**src/rtl/i2c_arbiter.sv**
```systemverilog
// i2c_arbiter
//   Shares one I2C master between two sensor controllers. Each requester owns
//   a one-deep pending slot; a round-robin FSM (IDLE/ISSUE/WAIT/GAP) issues
//   one transaction at a time, reports completion or timeout back to the
//   owner, and inserts GAP_CYC idle cycles between bus transactions.
// Ports
//   clk, rst                 clock, synchronous active-high reset
//   cN_exec/rw/addr/wdata    requester N command (N = 0,1), sampled on exec
//   cN_rdata/done/err/ovf    requester N read byte, done pulse, timeout flag,
//                            sticky dropped-request flag
//   m_exec/rw/addr/wdata     command to the shared I2C master
//   m_rdata, m_done          I2C master response
//   busy                     FSM is not IDLE
module i2c_arbiter #(
  parameter logic [19:0] TIMEOUT = 20'd200_000,
  parameter logic [7:0]  GAP_CYC = 8'd2
) (
  input  logic        clk,
  input  logic        rst,
  input  logic        c0_exec,
  input  logic        c0_rw,
  input  logic [15:0] c0_addr,
  input  logic [7:0]  c0_wdata,
  output logic [7:0]  c0_rdata,
  output logic        c0_done,
  output logic        c0_err,
  output logic        c0_ovf,
  input  logic        c1_exec,
  input  logic        c1_rw,
  input  logic [15:0] c1_addr,
  input  logic [7:0]  c1_wdata,
  output logic [7:0]  c1_rdata,
  output logic        c1_done,
  output logic        c1_err,
  output logic        c1_ovf,
  output logic        m_exec,
  output logic        m_rw,
  output logic [15:0] m_addr,
  output logic [7:0]  m_wdata,
  input  logic [7:0]  m_rdata,
  input  logic        m_done,
  output logic        busy
);

  localparam logic [1:0] IDLE  = 2'd0;
  localparam logic [1:0] ISSUE = 2'd1;
  localparam logic [1:0] WAIT  = 2'd2;
  localparam logic [1:0] GAP   = 2'd3;

  logic [1:0]       exec_in, rw_in;
  logic [1:0][15:0] addr_in;
  logic [1:0][7:0]  wdata_in;

  assign exec_in  = {c1_exec, c0_exec};
  assign rw_in    = {c1_rw, c0_rw};
  assign addr_in  = {c1_addr, c0_addr};
  assign wdata_in = {c1_wdata, c0_wdata};

  logic [1:0]       slot_v, slot_rw;
  logic [1:0][15:0] slot_addr;
  logic [1:0][7:0]  slot_wdata;
  logic [1:0]       done_q, err_q, ovf_q;
  logic [1:0][7:0]  rdata_q;

  logic [1:0]  state;
  logic        owner, last, grant, finish;
  logic [1:0]  clr;
  logic [19:0] wait_cnt;
  logic [7:0]  gap_cnt;

  // Tie goes to whoever was not granted last; otherwise the lone requester.
  always_comb begin
    grant  = (slot_v == 2'b11) ? ~last : slot_v[1];
    finish = (state == WAIT) && (m_done || (wait_cnt == TIMEOUT - 20'd1));
    clr    = finish ? (2'b01 << owner) : 2'b00;
  end

  // Pending slots. An exec against a valid slot (even one being cleared this
  // cycle) is dropped and flagged; the clear is applied after capture.
  always_ff @(posedge clk) begin
    if (rst) begin
      slot_v     <= '0;
      slot_rw    <= '0;
      slot_addr  <= '0;
      slot_wdata <= '0;
      ovf_q      <= '0;
    end else begin
      for (int i = 0; i < 2; i++) begin
        if (exec_in[i]) begin
          if (slot_v[i]) begin
            ovf_q[i] <= 1'b1;
          end else begin
            slot_v[i]     <= 1'b1;
            slot_rw[i]    <= rw_in[i];
            slot_addr[i]  <= addr_in[i];
            slot_wdata[i] <= wdata_in[i];
          end
        end
        if (clr[i]) slot_v[i] <= 1'b0;
      end
    end
  end

  always_ff @(posedge clk) begin
    if (rst) begin
      state    <= IDLE;
      owner    <= 1'b0;
      last     <= 1'b1;
      wait_cnt <= '0;
      gap_cnt  <= '0;
      m_exec   <= 1'b0;
      m_rw     <= 1'b0;
      m_addr   <= '0;
      m_wdata  <= '0;
      done_q   <= '0;
      err_q    <= '0;
      rdata_q  <= '0;
    end else begin
      m_exec <= 1'b0;
      done_q <= '0;
      err_q  <= '0;
      case (state)
        IDLE: begin
          if (|slot_v) begin
            owner <= grant;
            last  <= grant;
            state <= ISSUE;
          end
        end
        ISSUE: begin
          m_exec   <= 1'b1;
          m_rw     <= slot_rw[owner];
          m_addr   <= slot_addr[owner];
          m_wdata  <= slot_wdata[owner];
          wait_cnt <= '0;
          state    <= WAIT;
        end
        WAIT: begin
          if (finish) begin
            done_q[owner] <= 1'b1;
            err_q[owner]  <= ~m_done;
            if (m_done) rdata_q[owner] <= m_rdata;
            gap_cnt <= '0;
            state   <= GAP;
          end else begin
            wait_cnt <= wait_cnt + 20'd1;
          end
        end
        default: begin
          // GAP always lasts at least one cycle, GAP_CYC cycles otherwise.
          if (gap_cnt + 8'd1 >= GAP_CYC) state <= IDLE;
          else gap_cnt <= gap_cnt + 8'd1;
        end
      endcase
    end
  end

  assign busy     = (state != IDLE);
  assign c0_done  = done_q[0];
  assign c1_done  = done_q[1];
  assign c0_err   = err_q[0];
  assign c1_err   = err_q[1];
  assign c0_ovf   = ovf_q[0];
  assign c1_ovf   = ovf_q[1];
  assign c0_rdata = rdata_q[0];
  assign c1_rdata = rdata_q[1];

endmodule
```
**config.mk**
```make
export PLATFORM = sky130hd
export DESIGN_NAME = i2c_arbiter
export DESIGN_NICKNAME = d
export VERILOG_FILES = /design/src/rtl/i2c_arbiter.sv
export SDC_FILE = /design/constraint.sdc
export NUM_CORES = 1
export LEC_CHECK = 0
export BUFFER_PORTS_ARGS = -buffer_cell sky130_fd_sc_hd__buf_2
export CORE_ASPECT_RATIO = 2
export CORE_MARGIN = 2
export CORE_UTILIZATION = 47
export CTS_CLUSTER_SIZE = 20
export DETAILED_ROUTE_END_ITERATION = 8
export GPL_TIMING_DRIVEN = 0
export PLACE_DENSITY = 0.68
export SLEW_MARGIN = 20
export SYNTH_ARGS = -nofsm -noshare
export SYNTH_HDL_FRONTEND = slang
export SYNTH_SLANG_ARGS = --single-unit
```
**constraint.sdc**
```tcl
create_clock -name clk -period 2.5 [get_ports clk]
set_input_delay 0.375 -clock clk [delete_from_list [all_inputs] [get_ports clk]]
set_output_delay 0.375 -clock clk [all_outputs]
set_load 0.01 [all_outputs]
```
==> results of run 1 <==
-- through the flow --
step	cell area (µm²)	hold slack (ps)
floorplan	5464	435.7
global placement	6197	442.2
detailed placement	6197	447.0
CTS	6842	178.6
finish	6844	188.4
global route	6844	195.1
-- final timing paths --
check	start	slack (ps)	end	depth (start not counted)
setup reg to reg	state[0]	280	wait_cnt[8]	8
hold reg to reg	slot_addr[15]	450	slot_addr[15]	2
hold / removal	c0_addr[0]	190	slot_addr[0]	3
setup / recovery	state[0]	280	wait_cnt[8]	8
-- flip-flops by register name, summed over array words and instances, names as in the netlist, 2 cells and up --
signal / count
slot_wdata: 16
state: 2
c0_rdata: 8
gap_cnt: 8
m_wdata: 8
err_q: 2
ovf_q: 2
done_q: 2
c1_rdata: 8
m_addr: 16
wait_cnt: 20
slot_addr: 32
slot_v: 2
slot_rw: 2
-- metal layers --
metal  up-vias  part of all wire  GRT usage
met3        59             0.048    0.05363
met1      2308              0.34     0.2289
li1       2406                 -          -
met2       176              0.57     0.4730
met5         -                 0          0
met4         0             0.044     0.1525
-- worst reg2reg max path: stages (launching register included) --
cell and delay, ps:
dfxtp_1 340, inv_1 90, ha_1 150, clkbuf_1 380
and2b_2 330, nor2_1 130, clkbuf_1 430, nand2_1 140
mux2i_1 170
-- kinds of logic after synthesis --
family / Yosys count / share of synthesized area
buffers and inverters: 50 / 0.03732
adder cells (fa/ha/maj): 7 / 0.01603
AND/OR/NAND/NOR: 257 / 0.2212
multiplexers: 52 / 0.09526
flip-flops: 132 / 0.4836
AO/OA/AOI/OAI: 117 / 0.1466
-- power by group --
part           internal (W)  switching, W  total [W]
Sequential          0.00235      0.000149    0.00250
Clock               0.00170       0.00102    0.00272
Combinational      0.000590      0.000980    0.00157
-- layout by cell type (no fill, tap or decap), drive strengths merged, types with 13 or more instances in the layout --
master	netlist	final
dfxtp	132	132
inv	8	15
clkbuf	37	54
buf	5	116
nand3	13	13
a211oi	27	27
nor2	50	50
mux2i	52	52
a21oi	62	62
nand2	130	130
-- final cells by class --
class                           count  area, µm²  share of cell area
Clock buffer                       17      425.4             0.06216
Buffer                             42      173.9             0.02541
Multi-Input combinational cell    433       2618              0.3824
Clock inverter                     15      219.0             0.03199
Timing Repair Buffer              111      555.5             0.08117
Tap cell                          142      177.7             0.02596
Sequential cell                   132       2643              0.3861
Antenna cell                        1      2.502           0.0003656
Inverter                            8      30.03            0.004388
==> results by group, run 1 <==
Final layout
  – Layout Utilization: 0.6028
  – Non-Filler Instances: about 900
  – Layout net count: approximately 820
  – Fillers: just over 1k
  – P&R area growth vs syn: 25.26%
  – Layout cells sized above 1: 0.2243

Clock tree
  – Num CTS Buffers: 17
  – Clock transition at path regs: ~60 ps
  – Post-CTS Setup Repair Bufs: 0
  – Post-cts sizing count: 0
  – H-Tree Depth: 4
  – TritonCTS clock tree: done
  – Clock latency on the worst-skew pair: between 400 and 500 ps
  – Clock tree buffer depth: 2
  – Root Buffer: clkbuf_16
  – Clk sinks: approximately 130
  – Hold buffer count at cts: 0

STA
  – Clock skew: 6.403 ps
  – Final WS setup: between 200 and 300 ps
  – Achievable Freq: between 400 and 500 MHz
  – Worst Tran Pin Value: between 900 and 1000 ps
  – RSZ-0062 raised after global routing: no
  – Rel. slew slack: 0.3630
  – Fin crit share: 0.8897
  – Hold Vio Cnt, Final: 0
  – # setup viols final: 0
  – Fin crit period: between 2000 and 2500 ps
  – Final max-slew violation count: 0
  – TNS Setup: 0 ps

Power and ir drop
  – Leak: around 2.9 nW
  – Peak VDD IR: around 0.00063 V
  – Pwr Density: about 990 nW/µm²
  – Total Power: 0.006784 W

Yosys
  – Post-synth top area cell: dfxtp_1
  – Synth cell types: 54
  – Most numerous cell in the Yosys netlist: dfxtp_1
  – Top-area cell type share of the netlist area: 0.4836
  – Most frequent cells after synthesis: dfxtp_1 (132), nand2_1 (130), a21oi_1 (59), mux2i_1 (52), nor2_1 (50)
  – Mean Syn Cell Area: ~8.9 µm²
  – Syn. warnings: 0
  – Post-Syn Area: about 5500 µm²
  – Synth area leaders: dfxtp_1 (48%), mux2i_1 (9.5%), nand2_1 (8.9%), a21oi_1 (5.4%), a211oi_1 (3.6%)
  – Main flop type after synthesis: dfxtp_1
  – EDFF count, synth: 0
  – Syn_nets: just under 700
  – Async set or reset register ratio after synthesis: 0
  – Post-Syn Instances: approximately 620
  – Seq/Total Area, Yosys: 0.4836
  – Flops & latches, synth: between 100 and 150

GRT
  – Number of global-route vias before repair: 5123
  – Total track usage: 0.2483
  – First-pass GRT wire length: 23940 µm
  – Largest net degree at the start of global routing: 17
  – Initial antenna violation count: 1
  – Total grt overflow: 0

Worst setup path
  – CP delay by family, top: buffers and inverters
  – Crit Path Max Fanout: 10
  – Cell mode on critical path: clkbuf_1
  – Required @ worst endpoint: 2840 ps
  – CP endpoint kind: flop
  – Worst path arrival time: around 2600 ps
  – Startpoint class of the critical path: flop
  – Kind of critical path: reg -> reg
  – CP Cell Sequence: inv_1 > ha_1 > clkbuf_1 > and2b_2 > nor2_1 > clkbuf_1 > nand2_1 > mux2i_1
  – CP max-delay cell: clkbuf_1
  – WP buf/inv: 3
  – Delay of the slowest critical-path stage: 430 ps

Drt
  – DRC errors left: 0
  – Drt first pass iters: 4
  – Vias: ~5k
  – Drt wl/cell: approximately 16 µm
  – Routed Wire Length: 14850 µm
  – Vias per cell: around 5.5
  – Final ANT Viol Nets: 0
  – DR iter-0 viols: a little over 200

Floorplan
  – # rows: between 50 and 60
  – Chip Height: about 160 µm
  – Die area: roughly 13000 µm²
  – Ports: 112
  – Core Area: 11350 µm²
  – Die Wd: 80.24 µm
  – Initial Util: 0.4812

Placement
  – Post-Place Cells: approximately 870
  – Placed wire-length estimate: roughly 11000 µm
  – # port buffers: approximately 110
  – RePlAce Congestion: about 0.85
  – Setup slack at placement: 292.9 ps

Status
  – Status: finished, final reports clean

Flow run
  – Max-cap viol count: 0

Min path
  – Hold crit path type: in -> reg
No activity file was read; power rests on OpenSTA's default activity.
==> inputs of run 2 (changes only) <==
--- a/config.mk
+++ b/config.mk
@@ -7,7 +7,9 @@
 export LEC_CHECK = 0
 export BUFFER_PORTS_ARGS = -buffer_cell sky130_fd_sc_hd__buf_2
+export CAP_MARGIN = 10
 export CORE_ASPECT_RATIO = 2
 export CORE_MARGIN = 2
 export CORE_UTILIZATION = 47
+export CTS_BUF_LIST = sky130_fd_sc_hd__clkbuf_2
 export CTS_CLUSTER_SIZE = 20
 export DETAILED_ROUTE_END_ITERATION = 8
==> constraint.sdc (replaced) <==
create_clock -name clk -period 2.5 [get_ports clk]
set_input_delay 0.125 -clock clk [delete_from_list [all_inputs] [get_ports clk]]
set_output_delay 0.125 -clock clk [all_outputs]
set_load 0.01 [all_outputs]
==> run 2 against run 1 <==
Net effect:
- utilization up 3.6 points
- clock power shrank 42%
- critical path depth stayed put
- hold slack worse by 6.0 ps
- sequential share of layout area down 2.2 points
- non-clock buffer count up 75
- flip-flop and latch count unchanged
- maximum frequency about the same
- first-iteration DRC count is 0.99% lower
==> results by group, run 2 (same netlist as run 1, synthesis figures left out) <==
Power and ir drop
  – Switch share: 0.3553 (+0.03905)
  – Int Pwr: 0.003708 W (-20%)
  – Pwr Density: 792.7 nW/µm² (-20%)
  – Leak: 3.064 nW (+6.6%)
  – Net Sw Power: 0.002043 W (-4.8%)
  – Register share of total power: 0.434 (+0.066)
  – Peak VDD IR: 0.0005348 V (-14%)
  – Clock power share: 0.274 (-0.126)
  – Power share of the combinational group: 0.292 (+0.060)

Drt
  – Drt wl/cell: 16.03 µm (-2.7%)
  – Routed Wire Length: 15650 µm (+5.4%)
  – Vias per cell: 5.439 (-0.99%)
  – DR iter-0 viols: 201 (-0.99%)
  – DRC errors left: 0 (unchanged)
  – Vias: 5308 (+7.3%)
  – Drt first pass iters: 6 (+2)
  – Final ANT Viol Nets: 0 (unchanged)

Placement
  – RePlAce Congestion: 0.8546 (unchanged)
  – Placed wire-length estimate: 10990 µm (unchanged)
  – DP Area: 6197 µm² (unchanged)
  – Post-Place Cells: 868 (unchanged)
  – # port buffers: 111 (unchanged)

STA
  – Worst Tran Pin Value: 945.6 ps (-2.583 ps)
  – Fin crit share: 0.8901 (about the same)
  – Hold Vio Cnt, Final: 0 (unchanged)
  – Clock skew: 28.80 ps (+22.39 ps)
  – RSZ-0062 raised after global routing: no
  – TNS Setup: 0 ps (unchanged)
  – Fin crit period: 2225 ps (+1.065 ps)
  – Hold Worst Slack: 182.4 ps (-5.998 ps)
  – # setup viols final: 0 (unchanged)
  – Final max-slew violation count: 0 (unchanged)
  – Rel. slew slack: 0.3647 (+0.001735)
  – Achievable Freq: 449.4 MHz (about the same)

Worst setup path
  – Crit Path Max Fanout: 10 (unchanged)
  – Kind of critical path: reg -> reg
  – Required @ worst endpoint: 3140 ps (+300 ps)
  – R2R Path Start: state[0]
  – CP max-delay cell: clkbuf_1
  – CP endpoint kind: flop
  – Startpoint class of the critical path: flop
  – Worst Setup SP: state[0]
  – Worst path arrival time: 2860 ps (+290 ps)
  – CP Cell Sequence: inv_1 > ha_1 > clkbuf_1 > and2b_2 > nor2_1 > clkbuf_1 > nand2_1 > mux2i_1
  – Delay of the slowest critical-path stage: 440 ps (about the same)
  – Cell mode on critical path: clkbuf_1

Clock tree
  – H-Tree Depth: 4 (unchanged)
  – Root Buffer: clkbuf_2
  – Num CTS Buffers: 17 (unchanged)
  – Clk sinks: 132 (unchanged)
  – Clock tree buffer depth: 2 (unchanged)
  – TritonCTS clock tree: done
  – Post-cts sizing count: 0 (unchanged)
  – Clock latency on the worst-skew pair: 690 ps (+270 ps)
  – Clock transition at path regs: 220 ps (+160 ps)

Final layout
  – FF/Latch Area: 2643 µm² (unchanged)
  – Fillers: 962 (-6.6%)
  – Non-Filler Instances: 976 (+8.3%)
  – Most common cell after layout, fill and taps aside: dfxtp_1
  – Layout Utilization: 0.6389 (+0.03614)
  – Most frequent cells in the layout: dfxtp_1 (132), nand2_1 (130), buf_2 (112)
  – Max reg flops: 32 (unchanged)
  – Layout cells sized above 1: 0.2041 (-0.02019)
  – Layout net count: 890 (+9.2%)
  – Biggest regs: slot_addr x32, wait_cnt x20
  – Design area: 7254 µm² (+6.0%)
  – Largest reg by FF count: slot_addr
  – P&R area growth vs syn: 32.77%
  – Multi-input logic area: 2618 µm² (unchanged)

Floorplan
  – # rows: 55 (unchanged)
  – Initial Util: 0.4812 (unchanged)
  – Core Area: 11350 µm² (unchanged)
  – Ports: 112 (unchanged)
  – Die area: 12560 µm² (unchanged)
  – Chip Height: 156.5 µm (unchanged)
  – Die Wd: 80.24 µm (unchanged)

GRT
  – Number of global-route vias before repair: 5537 (+8.1%)
  – First-pass GRT wire length: 25320 µm (+5.7%)
  – Initial antenna violation count: 1 (unchanged)
  – Total grt overflow: 0 (unchanged)
  – Total track usage: 0.2593 (+0.01103)
  – Largest net degree at the start of global routing: 17 (unchanged)

Min path
  – Worst Hold Launch: c1_addr[0]
  – Hold crit path type: in -> reg

Status
  – Status: finished, final reports clean

Flow run
  – Max-cap viol count: 0 (unchanged)
-- run 2: cell types whose count changed in the layout (fill, tap and decap cells not counted) --
cell	before	now
dlygate4sd3_1	0	75
clkbuf_16	17	0
clkbuf_2	0	17
-- run 2: worst max-delay path, delay by kind of cell (launching register included) --
| kind | cells | cell delay, ps |
|---|---|---|
| simple gates | 3 | 580 |
| flops | 1 | 390 |
| fa+ha+maj | 1 | 150 |
| mux | 1 | 150 |
| buf+inv | 3 | 910 |
-- run 2: through the flow --
stage	power [W]	setup slack, ps
floorplan	0.003551	586.3
global placement	0.004054	405.2
detailed placement	0.004106	324.1
CTS	0.005758	290.1
global route	0.006035	72.77
finish	0.005751	274.7
-- run 2: worst paths after layout --
check,to,slack (ps),cells after the start
max,wait_cnt[8],270,8
min,slot_addr[16],180,4
max reg2reg,wait_cnt[8],270,8
min reg2reg,slot_addr[11],470,2
-- run 2: power by group through the flow --
stage	combinational [W]	clock, W	sequential [W]
final	0.00168	0.00157	0.00250
after global routing	0.00184	0.00168	0.00252
after CTS	0.00167	0.00160	0.00249
after detailed placement	0.00157	0	0.00253
after global placement	0.00153	0	0.00253
after floorplan	0.000969	0	0.00258
-- run 2: per-layer routing --
| layer | share of wire | global-route usage |
|---|---|---|
| met2 | 0.58 | 0.5008 |
| met3 | 0.052 | 0.05709 |
| met1 | 0.34 | 0.2400 |
| met5 | 0 | 0 |
| met4 | 0.038 | 0.1421 |
-- run 2: cell type report --
cell class,instances,share of cell area
multi-input cells,433,0.3608
flip-flops and latches,132,0.3643
repair buffers,186,0.1801
plain buffers,42,0.02397
clock inverters,15,0.03018
inverters,8,0.004139
well taps,142,0.02449
clock buffers,17,0.01173
diodes,1,0.0003449
-- run 2: what timing repair did --
action / in CTS / in global routing
hold buffers: 75 / 0
buffers inserted: 0 / 0
endpoints found under the hold margin: 78 / 0
